**config.mk**
```make
export PLATFORM = sky130hd
export DESIGN_NAME = jt6295_cmd
export DESIGN_NICKNAME = d
export VERILOG_FILES = /design/src/rtl/jt6295_pkg.sv /design/src/rtl/jt6295_cmd.sv
export SDC_FILE = /design/constraint.sdc
export NUM_CORES = 1
export LEC_CHECK = 0
export BUFFER_PORTS_ARGS = -buffer_cell sky130_fd_sc_hd__clkbuf_2
export CAP_MARGIN = 20
export CORE_ASPECT_RATIO = 1.1
export CORE_MARGIN = 2
export CORE_UTILIZATION = 55
export CTS_BUF_LIST = sky130_fd_sc_hd__clkbuf_8
export CTS_CLUSTER_SIZE = 20
export DETAILED_ROUTE_END_ITERATION = 8
export PLACE_DENSITY = 0.78
export SETUP_SLACK_MARGIN = 0.3
export SLEW_MARGIN = 20
export SYNTH_ARGS = -nofsm -noshare
export SYNTH_HDL_FRONTEND = slang
export SYNTH_SLANG_ARGS = --single-unit
```
**constraint.sdc**
```tcl
create_clock -name clk -period 3.05 [get_ports clk]
set_input_delay 0.1525 -clock clk [delete_from_list [all_inputs] [get_ports clk]]
set_output_delay 0.1525 -clock clk [all_outputs]
set_load 0.005 [all_outputs]
```
**src/rtl/jt6295_pkg.sv**
```systemverilog
// Shared definitions for the jt6295 host command transmitter: FSM states and
// CPU-bus byte builders for play/stop commands.
package jt6295_pkg;

  localparam int unsigned CMD_PLAY_BIT  = 7;
  localparam int unsigned STOP_MASK_LSB = 3;

  typedef enum logic [2:0] {
    StIdle,
    StWaitB,
    StSetup,
    StLow,
    StHigh,
    StGap,
    StConf,
    StDone
  } cmd_state_e;

  function automatic logic [7:0] play_byte0(input logic [6:0] phrase);
    logic [7:0] b;
    b = {1'b0, phrase};
    b[CMD_PLAY_BIT] = 1'b1;
    return b;
  endfunction

  function automatic logic [7:0] play_byte1(input logic [3:0] ch, input logic [3:0] att);
    return {ch, att};
  endfunction

  function automatic logic [7:0] stop_byte(input logic [3:0] ch);
    logic [7:0] b;
    b = '0;
    b[STOP_MASK_LSB +: 4] = ch;
    return b;
  endfunction

endpackage

```
**src/rtl/jt6295_cmd.sv**
```systemverilog
// Serialises one play/stop request at a time onto the jt6295 CPU write bus
// (wrn/dout), optionally waiting for idle voices and confirming playback.
module jt6295_cmd
  import jt6295_pkg::*;
#(
  parameter int unsigned WR_LOW    = 2,
  parameter int unsigned WR_HOLD   = 2,
  parameter int unsigned GAP       = 16,
  parameter int unsigned TMO       = 64,
  parameter int unsigned WAIT_BUSY = 1
) (
  input  logic       clk,
  input  logic       rst_n,
  input  logic       cen,
  input  logic       req_valid,
  output logic       req_ready,
  input  logic       req_play,
  input  logic [6:0] req_phrase,
  input  logic [3:0] req_ch,
  input  logic [3:0] req_att,
  output logic       wrn,
  output logic [7:0] dout,
  input  logic [3:0] busy,
  output logic       done,
  output logic       err
);

  if (WR_LOW < 1 || WR_LOW > 255 || WR_HOLD < 1 || WR_HOLD > 255 ||
      GAP < 1 || GAP > 255 || TMO < 1 || TMO > 255) begin : g_bad_param
    $error("jt6295_cmd: tick parameters must be in 1..255");
  end

  localparam logic [7:0] LowLd  = 8'(WR_LOW - 1);
  localparam logic [7:0] HoldLd = 8'(WR_HOLD - 1);
  localparam logic [7:0] GapLd  = 8'(GAP - 1);
  localparam logic [7:0] TmoLd  = 8'(TMO - 1);

  cmd_state_e state_q, state_d;
  logic [7:0] cnt_q, cnt_d;
  logic       sel1_q, sel1_d;
  logic       play_q, play_d;
  logic [6:0] phrase_q, phrase_d;
  logic [3:0] ch_q, ch_d;
  logic [3:0] att_q, att_d;
  logic       err_set;
  logic [7:0] byte_d;
  logic       wrn_q, req_ready_q, done_q, err_q;
  logic [7:0] dout_q;
  logic       accept;

  assign accept = req_valid & req_ready_q;

  always_comb begin
    state_d  = state_q;
    cnt_d    = cnt_q;
    sel1_d   = sel1_q;
    err_set  = 1'b0;
    play_d   = play_q;
    phrase_d = phrase_q;
    ch_d     = ch_q;
    att_d    = att_q;
    unique case (state_q)
      StIdle: begin
        if (accept) begin
          play_d   = req_play;
          phrase_d = req_phrase;
          ch_d     = req_ch;
          att_d    = req_att;
          sel1_d   = 1'b0;
          state_d  = (req_play && WAIT_BUSY != 0) ? StWaitB : StSetup;
        end
      end
      StWaitB: if ((busy & ch_q) == 4'd0) state_d = StSetup;
      StSetup: begin
        state_d = StLow;
        cnt_d   = LowLd;
      end
      StLow: begin
        if (cen) begin
          if (cnt_q == 8'd0) begin
            state_d = StHigh;
            cnt_d   = HoldLd;
          end else begin
            cnt_d = cnt_q - 8'd1;
          end
        end
      end
      StHigh: begin
        if (cen) begin
          if (cnt_q != 8'd0) begin
            cnt_d = cnt_q - 8'd1;
          end else if (play_q && !sel1_q) begin
            sel1_d  = 1'b1;
            state_d = StSetup;
          end else if (play_q) begin
            state_d = StGap;
            cnt_d   = GapLd;
          end else begin
            state_d = StDone;
          end
        end
      end
      StGap: begin
        if (cen) begin
          if (cnt_q == 8'd0) begin
            state_d = StConf;
            cnt_d   = TmoLd;
          end else begin
            cnt_d = cnt_q - 8'd1;
          end
        end
      end
      StConf: begin
        // Partial busy patterns keep waiting; only the full mask confirms.
        if (ch_q == 4'd0 || (busy & ch_q) == ch_q) begin
          state_d = StDone;
        end else if (cen) begin
          if (cnt_q == 8'd0) begin
            state_d = StDone;
            err_set = 1'b1;
          end else begin
            cnt_d = cnt_q - 8'd1;
          end
        end
      end
      StDone:  state_d = StIdle;
      default: state_d = StIdle;
    endcase
  end

  // Byte for the next SETUP, built from the values being captured this edge.
  always_comb begin
    if (play_d) byte_d = sel1_d ? play_byte1(ch_d, att_d) : play_byte0(phrase_d);
    else        byte_d = stop_byte(ch_d);
  end

  always_ff @(posedge clk or negedge rst_n) begin
    if (!rst_n) begin
      state_q     <= StIdle;
      cnt_q       <= '0;
      sel1_q      <= 1'b0;
      play_q      <= 1'b0;
      phrase_q    <= '0;
      ch_q        <= '0;
      att_q       <= '0;
      wrn_q       <= 1'b1;
      dout_q      <= '0;
      req_ready_q <= 1'b0;
      done_q      <= 1'b0;
      err_q       <= 1'b0;
    end else begin
      state_q     <= state_d;
      cnt_q       <= cnt_d;
      sel1_q      <= sel1_d;
      play_q      <= play_d;
      phrase_q    <= phrase_d;
      ch_q        <= ch_d;
      att_q       <= att_d;
      wrn_q       <= (state_d != StLow);
      req_ready_q <= (state_d == StIdle);
      done_q      <= (state_d == StDone);
      err_q       <= err_set;
      if (state_d == StSetup) dout_q <= byte_d;
    end
  end

  assign wrn       = wrn_q;
  assign dout      = dout_q;
  assign req_ready = req_ready_q;
  assign done      = done_q;
  assign err       = err_q;

endmodule

```
After elaboration in Yosys (flattened, before gate mapping)
Cells that the tools add are included.
W data, S select, Z words.
{"block": "op_classes", "n_bitwise": 2, "mux": 46, "n_eq_ne": 19, "n_addsub": 1, "reduce_logical": 11}
{"cell": "$mux W8", "n": 13}
{"cell": "$pmux W8 S5", "n": 1}
{"cell": "$mux W3", "n": 12}
{"cell": "$pmux W3 S8", "n": 1}
{"cell": "$mux W4", "n": 4}
{"cell": "$eq A3 B3 Y1 const B", "n": 5}
{"cell": "$mux W7", "n": 2}
{"cell": "$ne A2 B2 Y1 const B", "n": 6}
{"cell": "$mux W1", "n": 10}
{"cell": "$eq A3 B2 Y1 const B", "n": 3}
{"cell": "$reduce_and A9 Y1", "n": 1}
{"cell": "$logic_not A4 Y1", "n": 2}
{"cell": "$logic_not A8 Y1", "n": 1}
{"cell": "$reduce_bool A8 Y1", "n": 1}
{"cell": "$sub A8 B1 Y8 const B", "n": 1}
{"cell": "$logic_not A3 Y1", "n": 2}
{"cell": "$ne A3 B3 Y1 const B", "n": 2}
{"cell": "$reduce_bool A5 Y1", "n": 1}
{"cell": "$and A4 B4 Y4", "n": 1}
{"cell": "$eq A4 B4 Y1", "n": 1}
{"cell": "$mux W2", "n": 2}
{"cell": "$eq A3 B1 Y1 const B", "n": 1}
{"cell": "$ne A3 B2 Y1 const B", "n": 1}
{"cell": "$pmux W1 S2", "n": 1}
{"cell": "4 further kinds", "n": 4}
{"block": "word_totals", "output_inout_bits": 12, "elab_cells": 91, "reg_bits": 40}

Longest topological paths before layout
Gate-level depths: netlist of run 1.
{"block": "logic_depth", "ltp_word": 8, "depth_mapped": 9}

Least setup slack after synthesis of run 1
OpenSTA, ideal clock, no wires.
{"block": "synth_path", "path_type": "reg2reg", "from": "register cnt_q[0]", "to": "register dout_q[7], in the netlist dout[7]", "synth_period_minus_slack_ps": 2345, "t_required_ps": 2925, "n_path_buf": 0, "arrival_time_ps": 2220, "stages_incl_launch_ff": 9, "setup_slack_ps": 705, "cell_sequence": "dfrtp_1 > inv_1 > ha_1 > nor4b_4 > and3_4 > a311oi_2 > a2111oi_4 > nand2_4 > mux2_4"}
{"block": "synth_between", "elab_chain_cells": 6}
{"element": "from (decl)", "line": "jt6295_cmd.sv:39", "source": "logic [7:0] cnt_q, cnt_d;"}
{"element": "from (signal assigned)", "line": "jt6295_cmd.sv:153", "source": "cnt_q <= cnt_d;"}
{"element": "$logic_not A8 Y1", "line": "jt6295_cmd.sv:80, jt6295_cmd.sv:105, jt6295_cmd.sv:118"}
{"element": "$mux W3", "line": "jt6295_cmd.sv:118", "source": "if (cnt_q == 8'd0) begin"}
{"element": "$mux W3", "line": "jt6295_cmd.sv:117", "source": "end else if (cen) begin"}
{"element": "$mux W3", "line": "jt6295_cmd.sv:115", "source": "if (ch_q == 4'd0 || (busy & ch_q) == ch_q) begin"}
{"element": "$pmux W3 S8 *", "line": "jt6295_cmd.sv:62", "source": "unique case (state_q)"}
{"element": "via state_d[2]", "line": "jt6295_cmd.sv:38", "source": "cmd_state_e state_q, state_d;"}
{"element": "$eq A3 B2 Y1 *", "line": "jt6295_cmd.sv:163", "source": "if (state_d == StSetup) dout_q <= byte_d;"}
{"element": "to (signal assigned)", "line": "jt6295_cmd.sv:163"}
{"element": "to (decl)", "line": "jt6295_cmd.sv:48", "source": "logic [7:0] dout_q;"}
Mark *: on every way through the listed nets, which the timed path passes. The rest lies on a longest branch.
A chain may end at the register's enable or synchronous reset.

Final worst setup path of run 1
{"block": "layout_path", "from": "register cnt_q[0]", "to": "register dout_q[7], in the netlist dout[7]"}
{"block": "layout_between", "elab_chain_cells": 6}
{"element": "$logic_not A8 Y1 or $reduce_bool A8 Y1 (tied branches)"}
{"element": "$mux W3 or $mux W1 (tied branches)", "line": "jt6295_cmd.sv:118, jt6295_cmd.sv:90"}
{"element": "$mux W3 or $mux W1 (tied branches)", "line": "jt6295_cmd.sv:117, jt6295_cmd.sv:89"}
{"element": "$mux W3 or $pmux W1 S2 (tied branches)", "line": "jt6295_cmd.sv:115, jt6295_cmd.sv:62"}
{"element": "$pmux W3 S8 or $mux W8 (tied branches)", "line": "jt6295_cmd.sv:62, jt6295_cmd.sv:133"}
{"element": "$eq A3 B2 Y1 or $mux W8 (tied branches)", "line": "jt6295_cmd.sv:163, jt6295_cmd.sv:133"}
Parallel ways exist; a longest one is shown, timed or not.

==> results.cfg, run 1 <==
[global_routing]
grt-ovfl-total = 0
grt_usage = 0.240
grt_pass1_vias = 1856
grt_pass1_wl_mm = 8.50
grt_max_degree = 41
antenna_found_initial = 0

[placement]
port_buffers = 35
place_hpwl_mm = 3.64
dpl.cell_count = 304
gp_congestion = 0.871

[route]
drt_iter0_markers = 112
vias = 1828
drc = 0
first_pass_iters = 4
routedWlPerCell_um = 15.5
drt-total-wl_mm = 4.89
via_per_inst = 5.80
antenna_left = 0

[critical_path]
critPathMaxFanout = 8
crit_required_ps = 3240
crit_family = simple AND/OR/NAND/NOR gates
end_kind = flip-flop
critPathArrivalTime_ps = 2730
cp.buffers_inverters = 2
crit_type = flip-flop to flip-flop
worstSetupStartpointType = flip-flop
slowest_delay_ps = 420
crit_path_cell_trace = inv_1, ha_1, nor4b_4, nand3_1, nor3_2, a2111oi_4, buf_4, nand2_4, mux2_4
slowest_stage = dfrtp_1

[floorplanning]
die_w_um = 65.0
core_mm2 = 0.00396
start_util = 0.568
pin_count = 36
die_h_um = 71.1
num_rows = 24
dieArea_mm2 = 0.00463

[power]
ir_drop_mv = 0.414
finalPower_w = 0.00253
p_leak_nw = 1.32
p_per_area_mw_per_mm2 = 960

[logic_synthesis]
synth_top_cells_by_count = dfrtp_1, inv_1, mux2i_1
synth-seq-cells = 40
synthCells = 222
synth_warnings = 0
synthesis.area_mm2 = 0.00225
syn_nets = 248
async_flop_share = 1.00
synth_ff_type = dfrtp_1
synth_largest_area_cell = dfrtp_1
synthTopCellsByArea = dfrtp_1, mux2i_1, mux2_2
synth_top_area_frac = 0.433
ys_seq_area_frac = 0.445
avgSynthCellArea_um2 = 10.2
synth_cell_types = 58
synth.most_common_cell = dfrtp_1
synth_edf_count = 0

[run_status]
status = finished with violations
violations = negative hold slack

[final_layout]
utilization = 0.664
final_cells = 315
diodes = 0
num-nets-final = 288
area_growth_pct = 16.9
drive_above_1_share = 0.304

[clocking]
clock_latency_ps = 300
numClockSinks = 40
cts_hold_buf = 0
cts_tree = done
cts_buffers = 5
root_buffer = clkbuf_8
htree_num_levels = 2
cts_buffer_depth = 2
clk_pin_slew_ps = 80

[hold_path]
min_path_type = input port to async pin

[sta]
hold_viol = 39
skew_ps = 4.41
setup_viol = 0
tns_ps = 0
fmax_ghz = 0.393
worstMarginPinSlew_ps = 953
finalMaxSlewViolations = 0
max-slew-margin-rel = 0.356
timing.hold.ws_ps = -35.0
rsz0062_at_grt = false
fin_crit_ps = 2550
finalCritPeriodShare = 0.835

[job]
cap_violations = 0
-- where the power goes --
| part | switching [W] | total [W] | internal [W] |
|---|---|---|---|
| Clock | 0.000194 | 0.000437 | 0.000242 |
| Combinational | 0.000678 | 0.00122 | 0.000540 |
| Sequential | 0.000168 | 0.000874 | 0.000706 |
| Total | 0.00104 | 0.00253 | 0.00149 |
-- cell type report --
type                            count  area [µm²]
Clock buffer                        5        68.8
Clock inverter                      3        42.5
Fill cell                         337        1330
Inverter                           17        63.8
Multi-Input combinational cell    152        1130
Sequential cell                    40        1000
Tap cell                           52        65.1
Timing Repair Buffer               46         258
-- state kept, by name, summed over array words and instances, names as in the netlist --
signal,count
phrase_q,7
err,1
cnt_q,8
ch_q,4
play_q,1
dout,8
wrn,1
state_q,3
done,1
att_q,4
sel1_q,1
req_ready,1
-- metrics by stage --
step	cell area, µm²	setup WS, ps	hold slack (ps)
6_report	2630	505	-35.0
5_1_grt	2630	338	54.5
4_1_cts	2610	390	44.8
3_5_place_dp	2490	409	369
3_3_place_gp	2490	513	362
2_1_floorplan	2250	705	-143
-- worst register-to-register path: stages (launching register included) --
cell,delay [ps]
dfrtp_1,420
inv_1,100
ha_1,150
nor4b_4,380
nand3_1,320
nor3_2,350
a2111oi_4,70
buf_4,220
nand2_4,100
mux2_4,310
-- what timing repair did --
action,4_1_cts,5_1_grt
setup buffers,0,3
resized for setup,0,1
endpoints found under the setup margin,0,4
-- logic make-up (layout without fill, tap and decap cells) --
group / after synthesis / count (layout) / synth area share
multiplexers: 26 / 26 / 0.123
XOR/XNOR: 1 / 1 / 0.00389
flip-flops: 40 / 40 / 0.445
adder cells (fa/ha/maj): 2 / 2 / 0.0111
buffers and inverters: 30 / 71 / 0.0544
AO/OA/AOI/OAI: 67 / 67 / 0.213
AND/OR/NAND/NOR: 56 / 56 / 0.150
-- routing by layer --
metal | up-vias | track usage | part of all wire
met1 | 885 | 0.274 | 0.40
met5 | - | 0 | 0
met4 | 0 | 0.0972 | 0.018
li1 | 893 | - | -
met3 | 8 | 0.0509 | 0.036
met2 | 42 | 0.435 | 0.55
-- layout by cell type (no fill, tap or decap), types with 2 or more instances in the layout --
cell type / netlist / final
ha_1: 2 / 2
buf_4: 1 / 11
a21bo_2: 3 / 3
inv_1: 17 / 17
dfrtp_1: 39 / 39
nor3_2: 1 / 2
nor2b_1: 4 / 4
nand3b_1: 2 / 2
clkbuf_2: 0 / 34
a31oi_1: 4 / 4
a21oi_1: 11 / 11
nor4_1: 4 / 4
a211oi_1: 2 / 2
mux2i_1: 16 / 16
o21ai_0: 15 / 15
o2bb2ai_1: 2 / 2
nand2b_1: 7 / 7
nand2_1: 12 / 12
clkbuf_8: 0 / 5
mux2_2: 9 / 9
nor2_1: 10 / 10
o31ai_1: 5 / 5
a22oi_1: 4 / 4
a211o_1: 2 / 2
o22ai_1: 2 / 2
nor3_1: 4 / 3
o211ai_1: 2 / 2
-- final timing paths --
path | startpoint | end | slack [ps] | cells after the start
worst max-delay path | cnt_q[0]$_DFFE_PN0P_ | dout[7]$_DFFE_PN0N_ | 500 | 9
worst min-delay path | rst_n | cnt_q[0]$_DFFE_PN0P_ | -30 | 1
worst max register to register | cnt_q[0]$_DFFE_PN0P_ | dout[7]$_DFFE_PN0N_ | 500 | 9
worst min register to register | phrase_q[6]$_DFF_PN0_ | phrase_q[6]$_DFF_PN0_ | 490 | 2
max in group asynchronous | rst_n | cnt_q[6]$_DFFE_PN0P_ | 2530 | 1
min in group clk | req_phrase[6] | phrase_q[6]$_DFF_PN0_ | 80 | 3
No activity file was read; power rests on OpenSTA's default activity.
==> run 2, diff against run 1 <==
--- a/config.mk
+++ b/config.mk
@@ -5,11 +5,12 @@
 export SDC_FILE = /design/constraint.sdc
 export NUM_CORES = 1
 export LEC_CHECK = 0
+export ABC_AREA = 1
 export BUFFER_PORTS_ARGS = -buffer_cell sky130_fd_sc_hd__clkbuf_2
 export CAP_MARGIN = 20
 export CORE_ASPECT_RATIO = 1.1
 export CORE_MARGIN = 2
-export CORE_UTILIZATION = 55
+export CORE_UTILIZATION = 53
 export CTS_BUF_LIST = sky130_fd_sc_hd__clkbuf_8
 export CTS_CLUSTER_SIZE = 20
 export DETAILED_ROUTE_END_ITERATION = 8
==> constraint.sdc (replaced) <==
create_clock -name clk -period 2.2 [get_ports clk]
set_input_delay 0.11 -clock clk [delete_from_list [all_inputs] [get_ports clk]]
set_output_delay 0.11 -clock clk [all_outputs]
set_load 0.005 [all_outputs]
==> results.cfg, run 2 <==
[critical_path]
cp-startpoint = cnt_q[1]$_DFFE_PN0P_
reg2reg_from = cnt_q[1]$_DFFE_PN0P_
crit_type = flip-flop to flip-flop
crit_path_cell_trace = inv_2, ha_4, nand2_4, nor2_8, nand3_4, a22oi_2, nand3_4, nor2_8, nand2_1, nand2_1
slowest_delay_ps = 370
ff2ff_setup_slack_ps = 410
critPathMaxFanout = 8
critPathArrivalTime_ps = 2030
slowest_stage = dfrtp_1
worstSetupStartpointType = flip-flop
end_kind = flip-flop
crit_required_ps = 2430

[floorplanning]
num_rows = 25
die_w_um = 67.6
die_h_um = 74.0
dieArea_mm2 = 0.00500
start_util = 0.550
pin_count = 36
core_mm2 = 0.00429

[sta]
finalMaxSlewViolations = 0
worstMarginPinSlew_ps = 504
rsz0062_at_grt = true
fmax_ghz = 0.557
hold_viol = 0
fin_crit_ps = 1790
max-slew-margin-rel = 0.664
skew_ps = 2.66
tns_ps = 0
finalCritPeriodShare = 0.816
setup_viol = 0

[logic_synthesis]
synth_ff_type = dfrtp_1
synth_warnings = 0
synthesis.area_mm2 = 0.00236
synth-seq-cells = 40
synthAdderAreaFrac = 0.0106
synth_cell_types = 36
synth_top_cells_by_count = nand2_1, inv_1, dfrtp_1
synth_compound_area_frac = 0.146
syn_nets = 324
synth_xor_area_frac = 0.0186
synth_top_family_by_area = simple AND/OR/NAND/NOR gates
synth_mux_area_frac = 0
synthCells = 298
avgSynthCellArea_um2 = 7.91
ys_seq_area_frac = 0.425
synth_edf_count = 0
async_flop_share = 1.00
synth_largest_area_cell = dfrtp_1
synth_top_area_frac = 0.414
synth.most_common_cell = nand2_1
yosys.area_share.simple = 0.294
synthTopCellsByArea = dfrtp_1, nand2_1, inv_1

[power]
p_per_area_mw_per_mm2 = 1510
p_leak_nw = 1.54
ir_drop_mv = 0.724

[global_routing]
grt_max_degree = 41
grt_usage = 0.224
antenna_found_initial = 0
grt_pass1_wl_mm = 8.55
grt-ovfl-total = 0
grt_pass1_vias = 1926

[clocking]
clock_latency_ps = 290
cts_buffers = 5
clk_pin_slew_ps = 80
htree_num_levels = 2
cts_buffer_depth = 2
cts_tree = done
numClockSinks = 40
root_buffer = clkbuf_8

[route]
drt-total-wl_mm = 5.30
vias = 2156
antenna_left = 0
drc = 0
via_per_inst = 5.26
first_pass_iters = 4
routedWlPerCell_um = 12.9
drt_iter0_markers = 246

[final_layout]
utilization = 0.669
mostFrequentLayoutCells = nand2_1, inv_1, dfrtp_1, clkbuf_2, o21ai_0
drive_above_1_share = 0.298
layout_commonest_cell = nand2_1
num-nets-final = 381
diodes = 0
fill_cells = 357
area_growth_pct = 21.6

[hold_path]
hp-start = req_att[1]
min_path_type = input port to flip-flop

[run_status]
status = finished, final reports clean

[placement]
port_buffers = 35
place_hpwl_mm = 3.63
gp_congestion = 0.919

[job]
cap_violations = 0
[run 2: kinds of logic (layout without fill, tap and decap cells)]
kind of cell / count (synthesis) / after routing
buffers and inverters: 60 / 115
AND/OR/NAND/NOR: 133 / 136
XOR/XNOR: 5 / 5
AO/OA/AOI/OAI: 58 / 58
adder cells (fa/ha/maj): 2 / 2
flip-flops: 40 / 40
[run 2: report_power, final]
| part | switching, W | leakage [nW] | internal (W) |
|---|---|---|---|
| Clock | 0.000257 | 0.0510 | 0.000250 |
| Combinational | 0.00161 | 1.02 | 0.000990 |
| Sequential | 0.000186 | 0.475 | 0.00105 |
| Total | 0.00205 | 1.54 | 0.00229 |
[run 2: worst max-delay path: cells and delay by family (launching register included)]
kind	cells	cell delay [ps]
buffers and inverters	1	100
AND/OR/NAND/NOR	7	850
AO/OA/AOI/OAI	1	270
flip-flops	1	370
adder cells (fa/ha/maj)	1	150
[run 2: per-layer routing]
metal	GRT usage	wire length, µm
met5	0	0
met4	0.0771	129
met3	0.0424	267
met2	0.374	2630
met1	0.292	2270
[run 2: path summary, 6_finish.rpt]
check / end / depth (start not counted)
max in group asynchronous: state_q[2]$_DFF_PN0_ / 3
hold reg to reg: att_q[0]$_DFF_PN0_ / 2
setup / recovery: dout[4]$_DFFE_PN0N_ / 10
hold / removal: att_q[1]$_DFF_PN0_ / 3
min in group asynchronous: ch_q[1]$_DFF_PN0_ / 3
setup reg to reg: dout[4]$_DFFE_PN0N_ / 10
[run 2: layout make-up]
type	instances	area, µm²	area share
multi-input combinational	201	1170	0.409
clock buffer	6	82.6	0.0288
clock inverter	2	10.0	0.00349
tap	54	67.6	0.0235
timing repair buffer	53	320	0.112
inverter	54	209	0.0728
sequential	40	1010	0.351
[run 2: through the flow]
step	hold WS [ps]	area [µm²]	power, W	setup WS, ps	cells
2_1_floorplan	-186	2360	0.00302	503	298
3_3_place_gp	203	2580	0.00340	318	385
3_5_place_dp	204	2580	0.00347	267	385
4_1_cts	24.3	2720	0.00409	303	398
5_1_grt	53.9	2870	0.00473	292	410
6_report	37.6	2870	0.00434	405	410
[run 2: repair_timing]
action	in CTS	in global routing
hold endpoints to repair	39	0
resized for setup	2	16
buffers inserted	3	10
hold buffers	1	0
endpoints found under the setup margin	4	18
gates cloned	1	2
pin swaps	5	10
